[config.mk]
export PLATFORM = sky130hd
export DESIGN_NAME = gray_seg_display
export DESIGN_NICKNAME = d
export VERILOG_FILES = /design/src/rtl/gray_seg_display.sv
export SDC_FILE = /design/constraint.sdc
export NUM_CORES = 1
export LEC_CHECK = 0
export ABC_AREA = 1
export CORE_MARGIN = 5
export CORE_UTILIZATION = 35
export CTS_BUF_LIST = sky130_fd_sc_hd__clkbuf_2
export CTS_CLUSTER_DIAMETER = 40
export DETAILED_ROUTE_END_ITERATION = 6
export DONT_BUFFER_PORTS = 1
export PLACE_DENSITY = 0.58
export SLEW_MARGIN = 20
export SYNTH_ARGS = -nofsm -noshare
export SYNTH_HDL_FRONTEND = slang
export SYNTH_SLANG_ARGS = --single-unit
[constraint.sdc]
create_clock -name clk -period 2 [get_ports clk]
set_input_delay 0.2 -clock clk [delete_from_list [all_inputs] [get_ports clk]]
set_output_delay 0.2 -clock clk [all_outputs]
set_load 0.05 [all_outputs]
[src/rtl/gray_seg_display.sv]
// gray_seg_display: converts the Gray-coded counter value to binary, then to
// 3-digit BCD with a one-bit-per-cycle double-dabble engine, and drives a
// 4-digit common-anode multiplexed 7-segment display.
module gray_seg_display #(
  parameter int N       = 4,
  parameter int REFRESH = 100000
) (
  input  logic         clk,
  input  logic         rst,
  input  logic [N-1:0] gray_in,
  output logic [3:0]   an,
  output logic [6:0]   seg,
  output logic         dp,
  output logic         busy
);

  localparam int SW = N + 12;
  localparam int RW = (REFRESH > 1) ? $clog2(REFRESH) : 1;

  typedef enum logic {IDLE, CONV} state_t;

  state_t          state;
  logic [N-1:0]    gray_q, last_q, bin;
  logic [SW-1:0]   sr, sr_adj, sr_next;
  logic [3:0]      step;
  logic [11:0]     bcd_disp;
  logic [RW-1:0]   ref_cnt;
  logic [1:0]      digit;
  logic [3:0]      ones, tens, hund, nib;
  logic            blank;
  logic [6:0]      seg_d;
  logic [3:0]      an_d;

  // Each binary bit is the XOR of all Gray bits at or above it.
  for (genvar i = 0; i < N; i++) begin : g_bin
    assign bin[i] = ^(gray_q >> i);
  end

  // One double-dabble step: correct every BCD nibble >= 5, then shift left.
  always_comb begin
    sr_adj = sr;
    for (int k = 0; k < 3; k++) begin
      if (sr_adj[N+4*k +: 4] >= 4'd5)
        sr_adj[N+4*k +: 4] = sr_adj[N+4*k +: 4] + 4'd3;
    end
    sr_next = sr_adj << 1;
  end

  // Input register: resample the Gray bus every cycle.
  always_ff @(posedge clk) begin
    if (rst) gray_q <= '0;
    else     gray_q <= gray_in;
  end

  // Conversion FSM: start on any input change, run N steps, latch the BCD.
  always_ff @(posedge clk) begin
    if (rst) begin
      state    <= IDLE;
      busy     <= 1'b0;
      last_q   <= '0;
      sr       <= '0;
      step     <= '0;
      bcd_disp <= '0;
    end else begin
      case (state)
        IDLE: begin
          if (gray_q != last_q) begin
            sr     <= {12'b0, bin};
            last_q <= gray_q;
            step   <= '0;
            busy   <= 1'b1;
            state  <= CONV;
          end
        end
        CONV: begin
          sr   <= sr_next;
          step <= step + 4'd1;
          if (step == 4'(N-1)) begin
            bcd_disp <= sr_next[SW-1 -: 12];
            busy     <= 1'b0;
            state    <= IDLE;
          end
        end
        default: state <= IDLE;
      endcase
    end
  end

  // Scan timer: hold each digit for REFRESH cycles, then move to the next.
  always_ff @(posedge clk) begin
    if (rst) begin
      ref_cnt <= '0;
      digit   <= '0;
    end else if (ref_cnt == RW'(REFRESH-1)) begin
      ref_cnt <= '0;
      digit   <= digit + 2'd1;
    end else begin
      ref_cnt <= ref_cnt + RW'(1);
    end
  end

  assign ones = bcd_disp[3:0];
  assign tens = bcd_disp[7:4];
  assign hund = bcd_disp[11:8];

  // Pick the nibble for the selected digit and suppress leading zeros.
  always_comb begin
    nib   = ones;
    blank = 1'b1;
    case (digit)
      2'd0: begin nib = ones; blank = 1'b0; end
      2'd1: begin nib = tens; blank = (tens == 4'd0) && (hund == 4'd0); end
      2'd2: begin nib = hund; blank = (hund == 4'd0); end
      default: begin nib = ones; blank = 1'b1; end
    endcase
  end

  // Active-low gfedcba segment decode.
  always_comb begin
    case (nib)
      4'd0:    seg_d = 7'b1000000;
      4'd1:    seg_d = 7'b1111001;
      4'd2:    seg_d = 7'b0100100;
      4'd3:    seg_d = 7'b0110000;
      4'd4:    seg_d = 7'b0011001;
      4'd5:    seg_d = 7'b0010010;
      4'd6:    seg_d = 7'b0000010;
      4'd7:    seg_d = 7'b1111000;
      4'd8:    seg_d = 7'b0000000;
      4'd9:    seg_d = 7'b0010000;
      default: seg_d = 7'h7F;
    endcase
    if (blank) seg_d = 7'h7F;
    an_d = ~(4'b0001 << digit);
  end

  // Registered display outputs; reset shows "0" on the rightmost digit.
  always_ff @(posedge clk) begin
    if (rst) begin
      an  <= 4'b1110;
      seg <= 7'b1000000;
    end else begin
      an  <= an_d;
      seg <= seg_d;
    end
  end

  assign dp = 1'b1;

endmodule
# Word level (Yosys, flattened, before mapping)

Memory sizes are Yosys's and may differ from the RTL's.
Index checks and enable logic that the tools add are counted.

Flip-flop bits (word level): 72
ROM bits: 112
Bits of input ports: 6
Output and inout port bits: 13
Memories kept: 1

Add/subtract/negate cells: 6
Order comparisons: 3
Equality and inequality tests: 7
Shifts and indexed selects: 1
Mux-type cells: 16
Bitwise operators: 2
Reductions and logical operators: 13

Memories:

| name             | words | width | read ports | clocked after Yosys merged registers in | wr ports | RTL line | RTL |
|---|---|---|---|---|---|---|---|
| (name not given) | 16    | 7     | 1          | 0                                       | 0        | 120      | `case (nib)` |

Operators with widths:

| operator              | count |
|---|---|
| $pmux 16 s2           | 1 |
| $add 17x1->17 const B | 1 |
| $eq 17x17->1 const B  | 1 |
| $mux 16               | 1 |
| $pmux 4 s2            | 2 |
| $reduce_xor 4->1      | 4 |
| $ge 4x3->1 const B    | 3 |
| $mux 4                | 3 |
| $add 4x2->4 const B   | 2 |
| $logic_not 4->1       | 2 |
| $mux 6                | 1 |
| $reduce_and 2->1      | 3 |
| $add 4x1->4 const B   | 1 |
| $eq 4x2->1 const B    | 1 |
| $mux 1                | 4 |
| $ne 4x4->1            | 1 |
| $not 4->4             | 1 |
| $pmux 1 s2            | 2 |
| $reduce_or 2->1       | 2 |
| $shl 1x2->4 const A   | 1 |
| $add 3x2->3 const B   | 1 |
| $mux 3                | 1 |
| $pmux 1 s3            | 1 |
| $add 2x1->2 const B   | 1 |
| 7 further kinds       | 7 |

# Depth between registers and ports, before layout

Gate-level depths: netlist of the first run.

Depth in word-level cells: 4
Depth in mapped cells: 14

# Least setup slack after synthesis of the first run

No wires, ideal clock.

Path type: register to register
Start point: register digit[0]
End point: register seg[5]
Library setup time: 0.109 ns
Arrival time: 1.912 ns
Slack: -0.021 ns
Cell stages (with the launch flop): 13
Buffers on the path: 0
Clock period less this slack: 2.021 ns
Path through: dfxtp_1 -> inv_1 -> ha_1 -> inv_1 -> o21bai_1 -> inv_1 -> ha_1 -> inv_1 -> nand3_1 -> nand3_1 -> nand3_1 -> nand2_1 -> inv_1

Cells in the longest elaborated chain, start to end: 4
Elaborated cells on any way between the ends: 7
Those cells by class: eq/ne: 2; mux: 3; reduce/logical: 1; memory: 1

RTL lines:

| item                                            | RTL line | RTL |
|---|---|---|
| start: declaration                              | 28       | `logic [1:0] digit;` |
| start signal: assignment                        | 96       | `digit <= digit + 2'd1;` |
| $eq 2x2->1 / $eq 2x1->1 (equally long branches) | 110      | `case (digit)` |
| $pmux 4 s2                                      | 110      |  |
| $mem_v2 16x7                                    | n/a      |  |
| $mux 6 *                                        | 133      | `if (blank) seg_d = 7'h7F;` |
| end signal: assignment                          | 144      | `seg <= seg_d;` |
| end: declaration                                | 12       | `output logic [6:0] seg,` |

Every way passes the cells marked *; elsewhere a longest branch is shown, timed or not.
A chain may end at the register's enable or synchronous reset.

# Worst setup path in the final report of the first run

Start point: register gray_q[3]
End point: register step[1]

Cells in the longest elaborated chain, start to end: 2

RTL lines:

| item                     | RTL line | RTL |
|---|---|---|
| start: declaration       | 23       | `logic [N-1:0] gray_q, last_q, bin;` |
| start signal: assignment | 52       | `else gray_q <= gray_in;` |
| $ne 4x4->1               | 67       | `if (gray_q != last_q) begin` |
| $ne 2x2->1 (no line)     | n/a      |  |
| end signal: assignment   | 77       | `step <= step + 4'd1;` |
| end: declaration         | 25       | `logic [3:0] step;` |

No other way between the ends.

==> impl_metrics.env, run 1 <==
export IMPL_clock_path_buffers=2
export IMPL_fp_dieH_um=111
export IMPL_nets=545
export IMPL_firstDrtPassIters=6
export IMPL_antenna_found_initial=0
export IMPL_vias=3181
export IMPL_arrival_ns=2.36
export IMPL_via_per_inst=4.81
export IMPL_clock_latency_ns=0.56
export IMPL_syn_num_nets=532
export IMPL_cp_start_kind="register"
export IMPL_yosys_area_top_type="dfxtp_1"
export IMPL_gp_congestion=0.767
export IMPL_grt_usage_pct=13.2
export IMPL_cts_reportedPaths_clkPinSlew_ns=0.21
export IMPL_multiInputGateArea_um2=1850
export IMPL_finalHoldViolCount=0
export IMPL_h_tree_depth=3
export IMPL_max_freq_mhz=541
export IMPL_min_path_type="in -> reg"
export IMPL_synth_area_per_cell_um2=7.11
export IMPL_cp_startpoint="gray_q[3]"
export IMPL_synthTopCellsByArea="dfxtp_1, nand2_1, inv_1, nand3_1, ha_1"
export IMPL_num_antenna_cells=0
export IMPL_finalSetupViolCount=0
export IMPL_critPathMaxFanout=19
export IMPL_cts_buffers=9
export IMPL_cp_required_ns=2.52
export IMPL_first_iter_violations=208
export IMPL_ys_warn_count=0
export IMPL_initial_core_util_pct=35.4
export IMPL_rows=37
export IMPL_period_share_pct=92.4
export IMPL_cts_tree="yes"
export IMPL_ys_top_cells_by_count="nand2_1, dfxtp_1, inv_1"
export IMPL_hold_depth=3
export IMPL_grt_pass1_wl_mm=13.4
export IMPL_synth_seq_area_share_pct=40.0
export IMPL_crit_type="reg -> reg"
export IMPL_r2r_start="gray_q[3]"
export IMPL_fin_crit_ns=1.85
export IMPL_finalClockSkew_ns=0.0274
export IMPL_postPlaceCellArea_um2=3760
export IMPL_tightest_slew_ns=0.518
export IMPL_fin_area_um2=4060
export IMPL_vdd_drop_max_mv=0.437
export IMPL_p_leak_nw=1.78
export IMPL_area_delta_synth_final_pct=12.7
export IMPL_core_area_um2=10200
export IMPL_seq_area_um2=1440
export IMPL_grt_pass1_vias=2932
export IMPL_fp_dieW_um=111
export IMPL_layout_drive_gt1_share_pct=9.33
export IMPL_drt_total_wl_mm=7.63
export IMPL_setup_tns_final_ns=0
export IMPL_async_reset_ff_share_pct=0
export IMPL_finish_utilization_pct=39.9
export IMPL_synthFlopType="dfxtp_1"
export IMPL_root_buffer="clkbuf_2"
export IMPL_fillers=1083
export IMPL_post_synth_top_count_cell="nand2_1"
export IMPL_worst_r2r_path_depth=5
export IMPL_synth_cell_types=29
export IMPL_dieArea_um2=12400
export IMPL_crit_path_end_kind="register"
export IMPL_pwr_density_cell_nw_per_um2=727
export IMPL_maxCapViolCount=0
export IMPL_grt_max_degree=29
export IMPL_clock_sinks=72
export IMPL_io_buffers=0
export IMPL_synth_edf_count=0
export IMPL_slew_violations=0
export IMPL_syn_inst=507
export IMPL_slew_headroom_pct=65.4
export IMPL_syn_area_um2=3600
export IMPL_rsz0062_at_grt="no"
export IMPL_post_dp_hpwl_mm=5.41
export IMPL_drt_wirelength_per_cell_um=11.5
export IMPL_post_place_ws_ns=-0.0104
export IMPL_synth_top_area_share_pct=40.0
export IMPL_ys_ff_latch=72
export IMPL_status="finished, final reports clean"
export IMPL_gr_total_overflow=0
export IMPL_postRouteAntennaNets=0
export IMPL_post_route_drc_count=0
export IMPL_pin_count=19
export IMPL_worstHoldStart="gray_in[0]"
export IMPL_fin_ws_ns=0.153
## cell usage in the layout, fill, tap and decap left out, types with 2 or more instances in the layout
master         count
nand3_1           51
xor2_1            11
dfxtp_2            2
ha_2               2
bufinv_16          4
clkbuf_2          10
o21ai_0           21
dfxtp_1           70
nand3_2            2
nand2_2            8
nor3_1             8
nor2_1            52
nand2_1          120
ha_1              16
a21oi_1           24
buf_4              9
nand4_1           23
inv_1             67
dlygate4sd3_1      6
xnor2_1            2
inv_2              3
## sequential cells by signal (all words and copies together) (netlist names)
register / cells
an: 4
digit: 2
bcd_disp: 12
sr: 16
step: 4
state: 1
last_q: 4
gray_q: 4
seg: 7
ref_cnt: 17
busy: 1
## per-stage QoR
step | hold WS (ns) | instances | total power [mW]
after floorplan | 0.307 | 507 | 1.72
after global placement | 0.276 | 637 | 1.76
after detailed placement | 0.277 | 637 | 1.76
after CTS | 0.225 | 660 | 3.01
after global routing | 0.218 | 661 | 3.11
final | 0.295 | 661 | 2.95
## cells by family (layout without fill, tap and decap cells)
family	Yosys count	in the layout	synth area share, %
compound gates	49	49	7.15
xor+xnor	13	13	3.16
fa+ha+maj	19	19	6.60
buf+inv	85	103	9.51
flops	72	72	40.0
mux	1	1	0.278
other cells	1	1	0.104
simple gates	267	267	33.2
## report_power, final
| part | internal, mW | leakage (nW) | total [mW] | switching [mW] |
|---|---|---|---|---|
| Sequential | 1.47 | 0.585 | 1.51 | 0.0377 |
| Clock | 0.664 | 0.0998 | 1.20 | 0.532 |
| Combinational | 0.0741 | 1.09 | 0.246 | 0.172 |
## metal layers
metal  global-route usage (%)  up-vias  part of all wire [%]  wire length [µm]
met1                     15.9     1468                    47              3560
met3                     3.97       12                   4.1               316
met5                        0        -                     0                 0
met4                     5.43        0                   1.4               108
met2                     21.9       54                    48              3650
li1                         -     1647                     -                 -
## critical path, cell delays in order, from the launching register on
cell,delay (ns)
dfxtp_1,0.38
xor2_1,0.17
nor2_4,0.44
nand4_1,0.14
a21oi_1,0.15
dlygate4sd3_1,0.55
## cell type report
| class | count | share of cell area, % |
|---|---|---|
| multi-input cells | 350 | 45.5 |
| flip-flops and latches | 72 | 35.6 |
| inverters | 71 | 6.63 |
| well taps | 136 | 4.19 |
| repair buffers | 16 | 3.64 |
| clock inverters | 6 | 3.24 |
| clock buffers | 10 | 1.23 |
## what timing repair did
item                       CTS  global route
setup buffers                0             1
pin swaps                    0             2
hold buffers                 7             0
setup endpoints to repair    2             7
hold endpoints to repair    40             0
resized for setup            1             8
## path summary, 6_finish.rpt
kind | slack, ns | endpoint
worst max-delay path | 0.15 | step[1]
worst min-delay path | 0.29 | gray_q[0]
worst max register to register | 0.15 | step[1]
worst min register to register | 0.47 | ref_cnt[0]
Note: power is estimated with default switching activity, not from simulation.
==> inputs of run 2 (changes only) <==
--- a/config.mk
+++ b/config.mk
@@ -13,6 +13,7 @@
 export DETAILED_ROUTE_END_ITERATION = 6
 export DONT_BUFFER_PORTS = 1
 export PLACE_DENSITY = 0.58
+export SKIP_LAST_GASP = 1
 export SLEW_MARGIN = 20
 export SYNTH_ARGS = -nofsm -noshare
 export SYNTH_HDL_FRONTEND = slang
==> results of run 2 <==
Same layout as run 1: the final DEF is identical, and so are final timing and power.
==> inputs of run 3 (changes only) <==
--- a/config.mk
+++ b/config.mk
@@ -6,13 +6,14 @@
 export NUM_CORES = 1
 export LEC_CHECK = 0
 export ABC_AREA = 1
-export CORE_MARGIN = 5
+export CORE_MARGIN = 2
 export CORE_UTILIZATION = 35
 export CTS_BUF_LIST = sky130_fd_sc_hd__clkbuf_2
 export CTS_CLUSTER_DIAMETER = 40
 export DETAILED_ROUTE_END_ITERATION = 6
 export DONT_BUFFER_PORTS = 1
-export PLACE_DENSITY = 0.58
+export GPL_ROUTABILITY_DRIVEN = 0
+export PLACE_DENSITY = 0.56
 export SKIP_LAST_GASP = 1
 export SLEW_MARGIN = 20
 export SYNTH_ARGS = -nofsm -noshare
==> constraint.sdc (replaced) <==
create_clock -name clk -period 2.25 [get_ports clk]
set_input_delay 0.225 -clock clk [delete_from_list [all_inputs] [get_ports clk]]
set_output_delay 0.225 -clock clk [all_outputs]
set_load 0.05 [all_outputs]
==> impl_metrics.env, run 3 (synthesized netlist as in run 1, its figures left out) <==
export IMPL_postRouteAntennaNets=0
export IMPL_largest_reg_flops=17
export IMPL_drt_total_wl_mm=7.64
export IMPL_max_freq_mhz=498
export IMPL_r2r_end="seg[1]"
export IMPL_h_tree_depth=3
export IMPL_multiInputGateArea_um2=1830
export IMPL_num_antenna_cells=0
export IMPL_fillers=1029
export IMPL_grt_pass1_vias=2885
export IMPL_tightest_slew_ns=0.720
export IMPL_setup_tns_final_ns=0
export IMPL_clock_sinks=72
export IMPL_seq_area_um2=1440
export IMPL_largestRegisters="ref_cnt (17), sr (16), bcd_disp (12)"
export IMPL_firstDrtPassIters=4
export IMPL_gr_total_overflow=0
export IMPL_finish_utilization_pct=38.0
export IMPL_maxCapViolCount=0
export IMPL_finalSetupViolCount=0
export IMPL_dieArea_um2=11100
export IMPL_cp_startpoint="digit[1]"
export IMPL_period_share_pct=89.2
export IMPL_arrival_ns=2.41
export IMPL_area_delta_synth_final_pct=6.91
export IMPL_critPathMaxFanout=7
export IMPL_via_per_inst=4.80
export IMPL_worst_r2r_path_depth=14
export IMPL_fin_crit_ns=2.01
export IMPL_vias=3132
export IMPL_regMostFlops="ref_cnt"
export IMPL_core_area_um2=10100
export IMPL_fp_dieW_um=105
export IMPL_first_iter_violations=150
export IMPL_min_path_type="in -> reg"
export IMPL_rrSetupSlack_ns=0.24
export IMPL_grt_pass1_wl_mm=13.0
export IMPL_clock_path_buffers=2
export IMPL_hold_depth=3
export IMPL_pwr_density_cell_nw_per_um2=551
export IMPL_final_cell_mix="nand2_1, dfxtp_1, inv_1"
export IMPL_cts_tree="yes"
export IMPL_crit_end="seg[1]"
export IMPL_r2r_start="digit[1]"
export IMPL_finalHoldViolCount=0
export IMPL_post_cts_buffers=0
export IMPL_p_leak_nw=1.68
export IMPL_crit_type="reg -> reg"
export IMPL_antenna_found_initial=0
export IMPL_rows=37
export IMPL_slew_headroom_pct=51.9
export IMPL_finalClockSkew_ns=0.0336
export IMPL_grt_max_degree=28
export IMPL_cts_buffers=9
export IMPL_power_mw=2.12
export IMPL_vdd_drop_max_mv=0.202
export IMPL_cp_required_ns=2.65
export IMPL_rsz0062_at_grt="no"
export IMPL_post_route_drc_count=0
export IMPL_initial_core_util_pct=35.5
export IMPL_pin_count=19
export IMPL_grt_usage_pct=14.6
export IMPL_drt_wirelength_per_cell_um=11.7
export IMPL_crit_path_end_kind="register"
export IMPL_final_common_cell="nand2_1"
export IMPL_clock_latency_ns=0.52
export IMPL_root_buffer="clkbuf_2"
export IMPL_nets=538
export IMPL_fp_dieH_um=105
export IMPL_status="finished, final reports clean"
export IMPL_io_buffers=0
export IMPL_slew_violations=0
export IMPL_cts_reportedPaths_clkPinSlew_ns=0.20
export IMPL_cp_start_kind="register"
export IMPL_layout_drive_gt1_share_pct=6.96
export IMPL_post_dp_hpwl_mm=5.33
## run 3: worst min-delay path by stage
stage                end  slack, ns  startpoint
5_1_grt        last_q[1]       0.03         rst
6_report       last_q[1]       0.07         rst
4_1_cts        last_q[1]       0.02         rst
3_5_place_dp       sr[4]       0.30         rst
2_1_floorplan  gray_q[0]       0.33  gray_in[0]
3_3_place_gp   gray_q[0]       0.30         rst
## run 3: what timing repair did
item	in CTS	in global routing
hold buffers	5	0
gates resized for setup	0	4
endpoints found under the setup margin	0	6
hold endpoints to repair	27	0
## run 3: power by group
part	internal (mW)	switching [mW]	total, mW
registers	1.31	0.0347	1.34
logic	0.0553	0.150	0.205
clock network	0.123	0.450	0.573
total	1.49	0.635	2.12
## run 3: routing by layer
metal / vias to the layer above / GRT usage (%) / share of wire (%) / routed length (µm)
li1: 1636 / - / - / -
met4: 0 / 7.33 / 2.1 / 157
met3: 15 / 2.84 / 3.1 / 236
met5: - / 0 / 0 / 0
met2: 53 / 23.9 / 46 / 3530
met1: 1428 / 18.1 / 49 / 3720
## run 3: final cells by class
class	count	share of cell area, %
sequential	72	37.4
timing repair buffer	9	1.95
clock inverter	6	0.715
clock buffer	9	1.17
inverter	71	6.92
tap	136	4.42
multi-input combinational	350	47.4
## run 3: per-stage QoR
| step | hold slack (ns) | cell area, µm² | worst slack [ns] | std cells |
|---|---|---|---|---|
| 2_1_floorplan | 0.332 | 3600 | 0.229 | 507 |
| 3_3_place_gp | 0.299 | 3730 | 0.114 | 633 |
| 3_5_place_dp | 0.300 | 3730 | 0.0569 | 633 |
| 4_1_cts | 0.0179 | 3850 | 0.0262 | 653 |
| 5_1_grt | 0.0289 | 3850 | 0.0249 | 653 |
| 6_report | 0.0686 | 3850 | 0.243 | 653 |
## run 3: worst max-delay path, stage by stage, from the launching register on
cell and delay [ns]:
dfxtp_2 0.38, inv_1 0.11, ha_2 0.32, inv_2 0.12, nand2_1 0.06, nand2_1 0.15
inv_1 0.10, ha_1 0.28, inv_1 0.04, nand3_1 0.08, inv_1 0.05, nand2_1 0.05
nand2_1 0.04, nor2_1 0.08, nor2_1 0.04
